==> src/rtl/alu_if.sv <==
// Operand/opcode request and result bundle between a requester and the ALU.
// The requester drives the i_* fields, the ALU drives the o_* fields.
interface alu_if #(
    parameter int DATA_W = 12,
    parameter int INST_W = 3
);
    logic              i_valid;
    logic [DATA_W-1:0] i_data_a;
    logic [DATA_W-1:0] i_data_b;
    logic [INST_W-1:0] i_inst;
    logic              o_valid;
    logic [DATA_W-1:0] o_data;
    logic              o_overflow;

    modport master (
        output i_valid, i_data_a, i_data_b, i_inst,
        input  o_valid, o_data, o_overflow
    );

    modport slave (
        input  i_valid, i_data_a, i_data_b, i_inst,
        output o_valid, o_data, o_overflow
    );
endinterface

==> src/rtl/alu.sv <==
// Q7.5 fixed-point ALU: add/sub/mul/mac, hard tanh, xnor, clz, rotate-left.
// Latency: 1 cycle, all outputs registered; one result per accepted input.
// Backpressure: none, an operation is accepted on every cycle with i_valid high.
module alu #(
    parameter int INT_W  = 7,
    parameter int FRAC_W = 5,
    parameter int INST_W = 3,
    parameter int DATA_W = INT_W + FRAC_W
) (
    input logic  i_clk,
    input logic  i_rst_n,
    alu_if.slave bus
);
    localparam int MAC_W = 2 * DATA_W + 2;
    localparam int CLZ_W = $clog2(DATA_W + 1);

    localparam logic signed [MAC_W-1:0]  RND     = MAC_W'(2 ** (FRAC_W - 1));
    localparam logic signed [MAC_W-1:0]  MAX_V   = MAC_W'(2 ** (DATA_W - 1) - 1);
    localparam logic signed [MAC_W-1:0]  MIN_V   = -MAX_V - MAC_W'(1);
    localparam logic signed [DATA_W-1:0] ONE     = DATA_W'(2 ** FRAC_W);
    localparam logic signed [DATA_W-1:0] NEG_ONE = -ONE;

    typedef enum logic [INST_W-1:0] {
        OP_ADD   = INST_W'(0),
        OP_SUB   = INST_W'(1),
        OP_MUL   = INST_W'(2),
        OP_MAC   = INST_W'(3),
        OP_HTANH = INST_W'(4),
        OP_XNOR  = INST_W'(5),
        OP_CLZ   = INST_W'(6),
        OP_ROTL  = INST_W'(7)
    } op_e;

    op_e                       op;
    logic signed [DATA_W-1:0]  a;
    logic signed [DATA_W-1:0]  b;
    logic signed [DATA_W-1:0]  acc;
    logic signed [DATA_W:0]    add_sum;
    logic signed [DATA_W:0]    sub_dif;
    logic signed [MAC_W-1:0]   prod;
    logic signed [MAC_W-1:0]   mul_r;
    logic signed [MAC_W-1:0]   mac_r;
    logic [CLZ_W-1:0]          clz;
    logic [3:0]                rot_sh;
    logic [2*DATA_W-1:0]       rot_dbl;
    logic [DATA_W-1:0]         res;
    logic                      ovf;

    assign op      = op_e'(bus.i_inst);
    assign a       = $signed(bus.i_data_a);
    assign b       = $signed(bus.i_data_b);
    assign add_sum = (DATA_W + 1)'(a) + (DATA_W + 1)'(b);
    assign sub_dif = (DATA_W + 1)'(a) - (DATA_W + 1)'(b);
    assign prod    = MAC_W'(a) * MAC_W'(b);
    assign mul_r   = (prod + RND) >>> FRAC_W;
    // Accumulator is aligned to the Q14.10 product before rounding back to Q7.5.
    assign mac_r   = (prod + (MAC_W'(acc) <<< FRAC_W) + RND) >>> FRAC_W;
    assign rot_sh  = bus.i_data_b[3:0] % 4'd12;
    assign rot_dbl = {bus.i_data_a, bus.i_data_a} << rot_sh;

    always_comb begin
        clz = CLZ_W'(DATA_W);
        for (int i = 0; i < DATA_W; i++) begin
            if (bus.i_data_a[i]) clz = CLZ_W'(DATA_W - 1 - i);
        end
    end

    always_comb begin
        res = '0;
        ovf = 1'b0;
        case (op)
            OP_ADD: begin
                res = add_sum[DATA_W-1:0];
                ovf = add_sum[DATA_W] ^ add_sum[DATA_W-1];
            end
            OP_SUB: begin
                res = sub_dif[DATA_W-1:0];
                ovf = sub_dif[DATA_W] ^ sub_dif[DATA_W-1];
            end
            OP_MUL: begin
                res = mul_r[DATA_W-1:0];
                ovf = (mul_r > MAX_V) || (mul_r < MIN_V);
            end
            OP_MAC: begin
                res = mac_r[DATA_W-1:0];
                ovf = (mac_r > MAX_V) || (mac_r < MIN_V);
            end
            OP_HTANH: begin
                if (a >= ONE)          res = ONE;
                else if (a <= NEG_ONE) res = NEG_ONE;
                else                   res = a;
            end
            OP_XNOR: res = ~(bus.i_data_a ^ bus.i_data_b);
            OP_CLZ:  res = DATA_W'(clz);
            OP_ROTL: res = rot_dbl[2*DATA_W-1 -: DATA_W];
            default: ;
        endcase
    end

    always_ff @(posedge i_clk or posedge i_rst_n) begin
        if (i_rst_n) begin
            bus.o_valid    <= 1'b0;
            bus.o_data     <= '0;
            bus.o_overflow <= 1'b0;
            acc            <= '0;
        end else begin
            bus.o_valid <= bus.i_valid;
            if (bus.i_valid) begin
                bus.o_data     <= ovf ? '0 : res;
                bus.o_overflow <= ovf;
                if (op == OP_MAC) begin
                    if (!ovf) acc <= mac_r[DATA_W-1:0];
                end else begin
                    acc <= '0;
                end
            end else begin
                bus.o_data     <= '0;
                bus.o_overflow <= 1'b0;
            end
        end
    end
endmodule

==> src/flat_wrapper.sv <==
// flat-port wrapper written by rule: the top's interface ports become plain ports
module alu_flat 
#(
    parameter int INT_W  = 7,
    parameter int FRAC_W = 5,
    parameter int INST_W = 3,
    parameter int DATA_W = INT_W + FRAC_W
)
  (i_clk, i_rst_n, bus_i_valid, bus_i_data_a, bus_i_data_b, bus_i_inst, bus_o_valid, bus_o_data, bus_o_overflow);
  alu_if #(.DATA_W(DATA_W), .INST_W(INST_W)) bus_i ();
  input logic i_clk;
  input logic i_rst_n;
  input wire logic [$bits(bus_i.i_valid)-1:0] bus_i_valid;
  input wire logic [$bits(bus_i.i_data_a)-1:0] bus_i_data_a;
  input wire logic [$bits(bus_i.i_data_b)-1:0] bus_i_data_b;
  input wire logic [$bits(bus_i.i_inst)-1:0] bus_i_inst;
  output wire logic [$bits(bus_i.o_valid)-1:0] bus_o_valid;
  output wire logic [$bits(bus_i.o_data)-1:0] bus_o_data;
  output wire logic [$bits(bus_i.o_overflow)-1:0] bus_o_overflow;
  assign bus_i.i_valid = bus_i_valid;
  assign bus_i.i_data_a = bus_i_data_a;
  assign bus_i.i_data_b = bus_i_data_b;
  assign bus_i.i_inst = bus_i_inst;
  assign bus_o_valid = bus_i.o_valid;
  assign bus_o_data = bus_i.o_data;
  assign bus_o_overflow = bus_i.o_overflow;
  alu #(.INT_W(INT_W), .FRAC_W(FRAC_W), .INST_W(INST_W), .DATA_W(DATA_W)) u_core (.i_clk(i_clk), .i_rst_n(i_rst_n), .bus(bus_i));
endmodule
==> config.mk <==
export PLATFORM = sky130hd
export DESIGN_NAME = alu_flat
export DESIGN_NICKNAME = d
export VERILOG_FILES = /design/src/rtl/alu_if.sv /design/src/rtl/alu.sv /design/src/flat_wrapper.sv
export SDC_FILE = /design/constraint.sdc
export NUM_CORES = 1
export LEC_CHECK = 0
export BUFFER_PORTS_ARGS = -buffer_cell sky130_fd_sc_hd__buf_2
export CAP_MARGIN = 0
export CORE_UTILIZATION = 59
export DETAILED_ROUTE_END_ITERATION = 8
export PLACE_DENSITY = 0.8
export SKIP_LAST_GASP = 1
export SLEW_MARGIN = 30
export SYNTH_ARGS = -nofsm -noshare
export SYNTH_HDL_FRONTEND = slang
export SYNTH_SLANG_ARGS = --single-unit
==> constraint.sdc <==
create_clock -name i_clk -period 4 [get_ports i_clk]
set_input_delay 0.8 -clock i_clk [delete_from_list [all_inputs] [get_ports i_clk]]
set_output_delay 0.8 -clock i_clk [all_outputs]
set_load 0.005 [all_outputs]
==> flow_summary.yaml, run 1 <==
setup_path:
  crit_fanout: 7
  critical_path_class: "input pin to register"
  critPathMaxStageDelay_ns: 0.77
  cp_slowest_cell: "a221oi_2"
  critPathRequiredTime_ns: 4.16
  reg2reg_slack_ns: -0.24
  crit_start: "bus_i_data_b[0]"
  setup.worst_path.end_class: "register"
  cp.arrival_ns: 8.86
  crit_top_cell: "inv_1"
  start_kind: "input pin"
  r2r_start: "u_core.acc[0]"
clock_tree:
  htree_levels: 1
  clk_latency_ns: 0.27
  numCtsBuffers: 3
  clockBufferDepth: 2
  cts_hold_buffers: 0
  cts_tree: "done"
  clk_pin_slew_ns: 0.07
  clock-root-buffer: "clkbuf_16"
  cts.sinks: 26
final_layout:
  fill_cells: 1023
  areaGrowthSynthToFinish_pct: 37.48
  utilization_pct: 83.06
  final_common_cell: "buf_4"
  instances_no_fill: 1927
  layout.nets: 1965
  drive_above_1_share_pct: 33.33
  num_antenna_cells: 0
  final_cell_mix: "buf_4 (327), inv_1 (223), fa_1 (132)"
job:
  drv_cap: 0
synth:
  syn_inst: 1373
  avgSynthCellArea_um2: 7.931
  synth_area_leader_cell: "fa_1"
  yosys_most_used_dff: "dfrtp_1"
  async_flop_share_pct: 100.0
  synth_seq_area_share_pct: 5.975
  syn-cell-area_mm2: 0.01089
  ys_warn_count: 0
  syn_nets: 1639
  ys_ff_latch: 26
  synthTopCellsByArea: "fa_1 (26%), ha_1 (11%), inv_1 (8.2%), dfrtp_1 (6.0%), nand2_1 (4.7%)"
  synth-edff-count: 0
  synth_top_cell_area_share_pct: 25.92
  ys_types: 89
sta:
  fin_ws_ns: -4.700
  maxSlewViolCount: 0
  setup_viol: 25
  min_period_ns: 8.700
  final_hold_viol_count: 0
  finalCritPeriodShare_pct: 217.5
  clock_skew_ns: 0.007070
  fmax_mhz: 114.9
  rsz0062_at_grt: "yes"
  maxSlewHeadroom_pct: 40.16
  worstMarginPinSlew_ns: 0.8976
floorplanning:
  start_util_pct: 60.41
  die_area_mm2: 0.01900
  pin_count: 44
  num_rows: 49
  die_h_um: 137.9
  fp.dieW_um: 137.9
  fp.coreArea_mm2: 0.01802
grt:
  overflow: 0
  grtUsageTotal_pct: 43.06
  grt_pass1_wl_mm: 62.10
  grt_max_degree: 27
  grt_pass1_vias: 11954
  antenna_found_initial: 1
detailed_routing:
  detail-route-antenna-nets: 0
  routedWlPerCell_um: 23.95
  vias_per_cell: 6.601
  wl_mm: 46.14
  via_count: 12720
  drt_iter0_drc: 1479
  dr.pass1.iters: 9
  drc: 30
min_path:
  worstHoldStart: "u_core.acc[6]"
  hp-class: "register to register"
status:
  violations: "DRC, setup timing"
  status: "finished, violations left"
place:
  place_congestion: 1.015
  post-place-ws_ns: -4.631
  dp.cells: 1884
  portBuffers: 43
  dpl.hpwl_mm: 30.63
==> per-layer routing <==
metal  routed length (µm)  track usage, %  up-vias
met5                  176               0        -
met4                 4748           27.11        8
met3                 5820           10.67      452
met2                20710           71.22     1113
met1                14690           49.89     5902
li1                     -               -     5245
==> metrics by stage <==
| stage | hold slack [ns] | cell area, µm² | TNS [ns] |
|---|---|---|---|
| global placement | 0.4877 | 13700 | -106.18 |
| detailed placement | 0.4921 | 13700 | -111.56 |
| floorplan | 0.4722 | 11370 | -96.98 |
| finish | 0.5178 | 14970 | -116.10 |
| CTS | 0.5110 | 14620 | -93.37 |
| global route | 0.5175 | 14970 | -116.20 |
==> final cells by class <==
type / count / area [µm²] / area share (%)
sequential: 26 / 650.6 / 4.346
tap: 229 / 286.5 / 1.914
multi-input combinational: 1039 / 9986 / 66.70
timing repair buffer: 386 / 3004 / 20.07
clock inverter: 1 / 30.03 / 0.2006
clock buffer: 3 / 75.07 / 0.5015
inverter: 243 / 938.4 / 6.268
==> repair_timing <==
item                                    4_1_cts  5_1_grt
endpoints found under the setup margin       25       25
gates cloned                                  2        0
hold endpoints to repair                      0        0
pin swaps                                    71       36
resized for setup                           130       59
setup buffers                                24       13
==> Yosys cell counts (all sizes together), types with 12 or more instances <==
cell type  instances
fa               141
xnor2             49
o21ai             54
and3              15
and2              32
nand3             24
ha                95
nand2            137
o211ai            15
dfrtp             26
nor4              13
nor2             111
a211oi            17
nor3              34
xor2              17
clkbuf            56
a21o              18
nand4             12
inv              238
mux2i             19
a21oi             50
==> final timing paths <==
check,endpoint,cells after the start
max,u_core.acc[0],32
min,u_core.acc[6],1
max reg2reg,u_core.acc[0],17
min reg2reg,u_core.acc[6],1
max in group asynchronous,u_core.bus.o_data[6],2
min in group asynchronous,u_core.bus.o_data[1],2
==> kinds of logic (layout without fill, tap and decap cells) <==
kind of cell,count (synthesis),count (layout),synth area share (%)
buffers and inverters,309,633,10.97
adders and majority gates,236,236,36.84
and+or+nand+nor,431,432,18.98
AOI/OAI and AO/OA,273,273,17.90
muxes,32,32,4.022
DFF,26,26,5.975
xor gates and xnor gates,66,66,5.308
==> state kept, by name (all words and copies together) (netlist names) <==
register               flops
u_core.bus.o_valid         1
u_core.acc                12
u_core.bus.o_data         12
u_core.bus.o_overflow      1
==> critical path, delay by kind of cell <==
kind            cells  cell delay, ns
simple gates        5            0.98
compound gates      7            2.00
xor+xnor            2            0.67
buf+inv            11            1.35
fa+ha+maj           7            3.06
Power of run 1 is left out: the tool's default activity adds up to more than one toggle a clock period on the data nets, which glitch-free logic cannot reach.
==> inputs of run 2 (changes only) <==
- CORE_ASPECT_RATIO: default -> 1.5
- CORE_MARGIN: default -> 4
- SLEW_MARGIN: 30 -> 20
==> run 2 against run 1 <==
The run ends with setup timing left. Register-to-register slack got worse by 0.10 ns. Final cell count about the same. Final area fell by 0.10%. Clock skew fell by 0.0027 ns. First-iteration DRC count shrank 23%. Sequential share of layout area hardly changed. Die area rose by 9.1%. Routed wire length is 7.5% lower. Utilization is essentially flat. Hold slack improved by 0.016 ns. Critical path type unchanged. Critical endpoint is now u_core.bus.o_data[0]. Largest cell class unchanged. Highest routed layer is now met4.
==> flow_summary.yaml, run 2 (same netlist as run 1, synthesis figures left out) <==
status:
  status: "finished, violations left"
  violations: "setup timing"
sta:
  rsz0062_at_grt: "yes"
  min_period_ns: 8.469
  finalCritPeriodShare_pct: 211.7
  maxSlewViolCount: 0
  setup_viol: 25
  fmax_mhz: 118.1
  worstMarginPinSlew_ns: 0.9401
  fin_ws_ns: -4.469
  whs_ns: 0.5335
  maxSlewHeadroom_pct: 36.94
  final_hold_viol_count: 0
  clock_skew_ns: 0.004364
final_layout:
  fill_cells: 1085
  drive_above_1_share_pct: 33.55
  areaGrowthSynthToFinish_pct: 37.34
  num_antenna_cells: 0
  instances_no_fill: 1928
  layout.nets: 1978
  final_cell_mix: "buf_4 (344), inv_1 (217), nand2_1 (134)"
  final_common_cell: "buf_4"
  top_regs: "u_core.acc (12), u_core.bus.o_data (12)"
floorplanning:
  num_rows: 60
  fp.dieW_um: 118.9
  fp.coreArea_mm2: 0.01802
  die_h_um: 174.4
  start_util_pct: 60.44
  pin_count: 44
  die_area_mm2: 0.02074
setup_path:
  cp.arrival_ns: 8.63
  start_kind: "input pin"
  critical_path_class: "input pin to register"
  setup.worst_path.end_class: "register"
  cp_num_buf_inv: 10
  crit_top_cell: "inv_2"
  crit_family: "adder cells"
  cp_slowest_cell: "fa_1"
  critPathMaxStageDelay_ns: 0.52
  critPathRequiredTime_ns: 4.16
  crit_fanout: 7
detailed_routing:
  detail-route-antenna-nets: 0
  drc: 0
  wl_mm: 42.69
  drt_iter0_drc: 1134
  dr.pass1.iters: 6
  via_count: 12162
  routedWlPerCell_um: 22.14
  vias_per_cell: 6.308
grt:
  grt_pass1_wl_mm: 62.26
  grt_pass1_vias: 12153
  antenna_found_initial: 0
  grt_max_degree: 29
  grtUsageTotal_pct: 37.91
  overflow: 0
clock_tree:
  numCtsBuffers: 3
  cts_hold_buffers: 0
  cts_tree: "done"
  clk_pin_slew_ns: 0.07
  clk_latency_ns: 0.27
  cts.sinks: 26
  clock-root-buffer: "clkbuf_16"
  clockBufferDepth: 2
  htree_levels: 1
place:
  dpl.hpwl_mm: 32.69
  portBuffers: 43
  post-place-ws_ns: -4.604
  dp.cells: 1895
  place_congestion: 1.073
job:
  drv_cap: 0
min_path:
  hp-class: "register to register"
## run 2: cell types whose count changed in the layout (fill, tap and decap cells not counted), moves of 5 or more
cell,change
buf_4,+17
fa_2,+5
fa_1,-5
inv_1,-6
buf_6,-5
inv_2,+7
## run 2: final timing paths
| check | from | end | slack, ns | cells after the start |
|---|---|---|---|---|
| worst max-delay path | bus_i_data_b[6] | u_core.bus.o_data[0] | -4.47 | 33 |
| worst min-delay path | u_core.acc[4] | u_core.acc[4] | 0.53 | 1 |
| worst max register to register | u_core.acc[0] | u_core.bus.o_data[0] | -0.34 | 16 |
| worst min register to register | u_core.acc[4] | u_core.acc[4] | 0.53 | 1 |
| max in group asynchronous | i_rst_n | u_core.bus.o_data[6] | 2.95 | 2 |
| min in group asynchronous | i_rst_n | u_core.bus.o_overflow | 0.61 | 2 |
## run 2: through the flow
step | instance area, µm² | setup TNS [ns] | util, %
global route | 14960 | -111.41 | 83.01
finish | 14960 | -109.05 | 83.01
detailed placement | 13830 | -111.61 | 76.78
CTS | 14420 | -95.45 | 80.06
floorplan | 11370 | -96.98 | -
global placement | 13830 | -106.94 | 76.78
## run 2: worst reg2reg max path, cell delays in order, from the launching register on
cell       delay (ns)
dfrtp_1          0.37
ha_1             0.18
inv_1            0.07
fa_1             0.45
nor2b_1          0.37
o21ai_1          0.16
buf_4            0.18
a211o_1          0.30
and2_4           0.19
o311a_4          0.33
xnor2_4          0.20
nand3_2          0.14
a311oi_2         0.33
a211o_4          0.23
o2111ai_4        0.22
buf_4            0.23
a2111oi_2        0.26
## run 2: cell type report
cell class | count | area [µm²] | area share, %
clock buffers | 3 | 75.07 | 0.5020
multi-input cells | 1039 | 9903 | 66.22
inverters | 243 | 932.1 | 6.233
well taps | 217 | 271.5 | 1.815
repair buffers | 399 | 3093 | 20.68
clock inverters | 1 | 30.03 | 0.2008
flip-flops and latches | 26 | 650.6 | 4.350
## run 2: routing by layer
layer  global-route usage (%)  vias up  share of wire, %
met4                    25.28        0               9.6
met5                        0        -                 0
li1                         -     5288                 -
met2                    69.82      734                51
met3                    2.930      278               6.6
met1                    41.02     5862                32
## run 2: what timing repair did
action,4_1_cts,5_1_grt
setup endpoints to repair,25,25
resized for setup,92,86
endpoints found under the hold margin,0,0
setup buffers,13,13
cloned,2,1
pin swaps,41,49
Power of run 2 is left out for the same reason.
==> inputs of run 3 (changes only) <==
- CELL_PAD_IN_SITES_DETAIL_PLACEMENT: default -> 1
- CELL_PAD_IN_SITES_GLOBAL_PLACEMENT: default -> 1
- CORE_UTILIZATION: 59 -> 53
- PLACE_DENSITY: 0.8 -> default
- PLACE_DENSITY_LB_ADDON: default -> 0.1
- clock period: 4 -> 10.3 ns (I/O delays scaled with it)
==> run 3 against run 2 <==
First-iteration DRC count shrank 44%. Hold slack lost 0.017 ns. Non-clock buffer count shrank 290. The flow now finishes without violations. Largest cell class unchanged. Critical endpoint is now u_core.bus.o_data[9]. Register-to-register slack gained 6.3 ns.
==> flow_summary.yaml, run 3 (same netlist as run 1, synthesis figures left out) <==
final_layout:
  layout.nets: 1687
  drive_above_1_share_pct: 11.34
  multiInputGateArea_mm2: 0.009120
  num_antenna_cells: 0
  final_cell_mix: "inv_1 (235), fa_1 (141), nand2_1 (137)"
  utilization_pct: 58.14
  top_regs: "u_core.acc (12), u_core.bus.o_data (12)"
  regArea_um2: 650.6
  final_common_cell: "inv_1"
  fill_cells: 2568
  instances_no_fill: 1684
  areaGrowthSynthToFinish_pct: 8.606
sta:
  maxSlewViolCount: 0
  setup_viol: 0
  min_period_ns: 9.937
  fin_ws_ns: 0.3632
  final_hold_viol_count: 0
  finalCritPeriodShare_pct: 96.47
  maxSlewHeadroom_pct: 38.07
  fmax_mhz: 100.6
  worstMarginPinSlew_ns: 0.9232
  clock_skew_ns: 0.0007536
grt:
  overflow: 0
  grtUsageTotal_pct: 33.64
  grt_max_degree: 29
  grt_pass1_vias: 11146
  antenna_found_initial: 0
  grt_pass1_wl_mm: 61.51
setup_path:
  cp_slowest_cell: "fa_1"
  critical_path_class: "input pin to register"
  r2r-end: "u_core.bus.o_data[9]"
  reg2reg_slack_ns: 5.91
  start_kind: "input pin"
  cp.arrival_ns: 10.10
  setup.worst_path.end_class: "register"
  crit_top_cell: "inv_1"
  critPathRequiredTime_ns: 10.46
  r2r_cells: 15
  r2r_start: "u_core.acc[0]"
  crit_fanout: 8
  critPathMaxStageDelay_ns: 0.67
floorplanning:
  fp.coreArea_mm2: 0.02034
  fp.dieW_um: 125.0
  die_h_um: 183.6
  die_area_mm2: 0.02295
  num_rows: 64
  pin_count: 44
  start_util_pct: 53.54
detailed_routing:
  routedWlPerCell_um: 23.20
  via_count: 10451
  drc: 0
  wl_mm: 39.06
  detail-route-antenna-nets: 0
  drt_iter0_drc: 640
  vias_per_cell: 6.206
  dr.pass1.iters: 5
place:
  post-place-ws_ns: 0.007577
  place_congestion: 0.9727
  portBuffers: 43
  dpl.hpwl_mm: 33.11
  dp.cells: 1675
min_path:
  hp-class: "register to register"
  worstHoldEndpoint: "u_core.acc[0]"
  min_path_cells: 1
  worstHoldStart: "u_core.acc[0]"
clock_tree:
  clk_latency_ns: 0.26
  clock-root-buffer: "clkbuf_16"
  clockBufferDepth: 2
  numCtsBuffers: 3
  cts.sinks: 26
  cts_tree: "done"
  clk_pin_slew_ns: 0.07
  htree_levels: 1
  cts_hold_buffers: 0
status:
  status: "complete, no violations"
job:
  drv_cap: 0
[run 3: cell count changes in the layout (fill, tap and decap cells not counted), sizes merged]
cell      before  now
bufinv         1    0
and2          33   32
clkinvlp       0    3
buf          397  108
inv          237  235
clkinv         6    5
[run 3: worst max path at each step]
stage,from,to,slack (ns),depth (start not counted)
CTS,bus_i_data_a[5],u_core.bus.o_data[2],0.17,29
floorplan,bus_i_data_b[2],u_core.acc[1],0.33,33
detailed placement,bus_i_data_a[5],u_core.bus.o_data[9],0.008,30
finish,bus_i_data_a[11],u_core.bus.o_data[9],0.36,30
global route,bus_i_data_a[11],u_core.bus.o_data[9],-0.006,32
global placement,bus_i_data_a[5],u_core.bus.o_data[3],0.22,29
[run 3: routing by layer]
metal | up-vias | routed length, µm | GRT usage (%)
li1 | 4690 | - | -
met4 | 0 | 2651 | 18.97
met1 | 5309 | 14390 | 38.91
met5 | - | 0 | 0
met2 | 321 | 20730 | 61.71
met3 | 131 | 1297 | 1.977
[run 3: stage by stage]
step / instance area [µm²] / TNS [ns] / hold WS [ns]
finish: 11830 / 0 / 0.5164
global route: 11830 / -0.009257 / 0.5535
CTS: 11700 / 0 / 0.5081
detailed placement: 11610 / 0 / 0.4907
global placement: 11610 / 0 / 0.4843
floorplan: 10890 / 0 / 0.4722
[run 3: final cells by class]
class	instances	area share, %
clock buffers	4	0.7512
inverters	243	7.808
multi-input cells	1038	77.12
flip-flops and latches	26	5.502
well taps	264	2.793
repair buffers	109	6.030
[run 3: what timing repair did]
item | 4_1_cts | 5_1_grt
setup endpoints to repair | 0 | 25
setup buffers | 0 | 5
gates resized for setup | 0 | 21
[run 3: critical path, delay by kind of cell]
kind / cells / cell delay (ns)
fa+ha+maj: 7 / 3.66
compound gates: 7 / 1.78
buf+inv: 9 / 1.26
simple gates: 5 / 0.92
xor+xnor: 2 / 0.40
Power of run 3 is left out for the same reason.
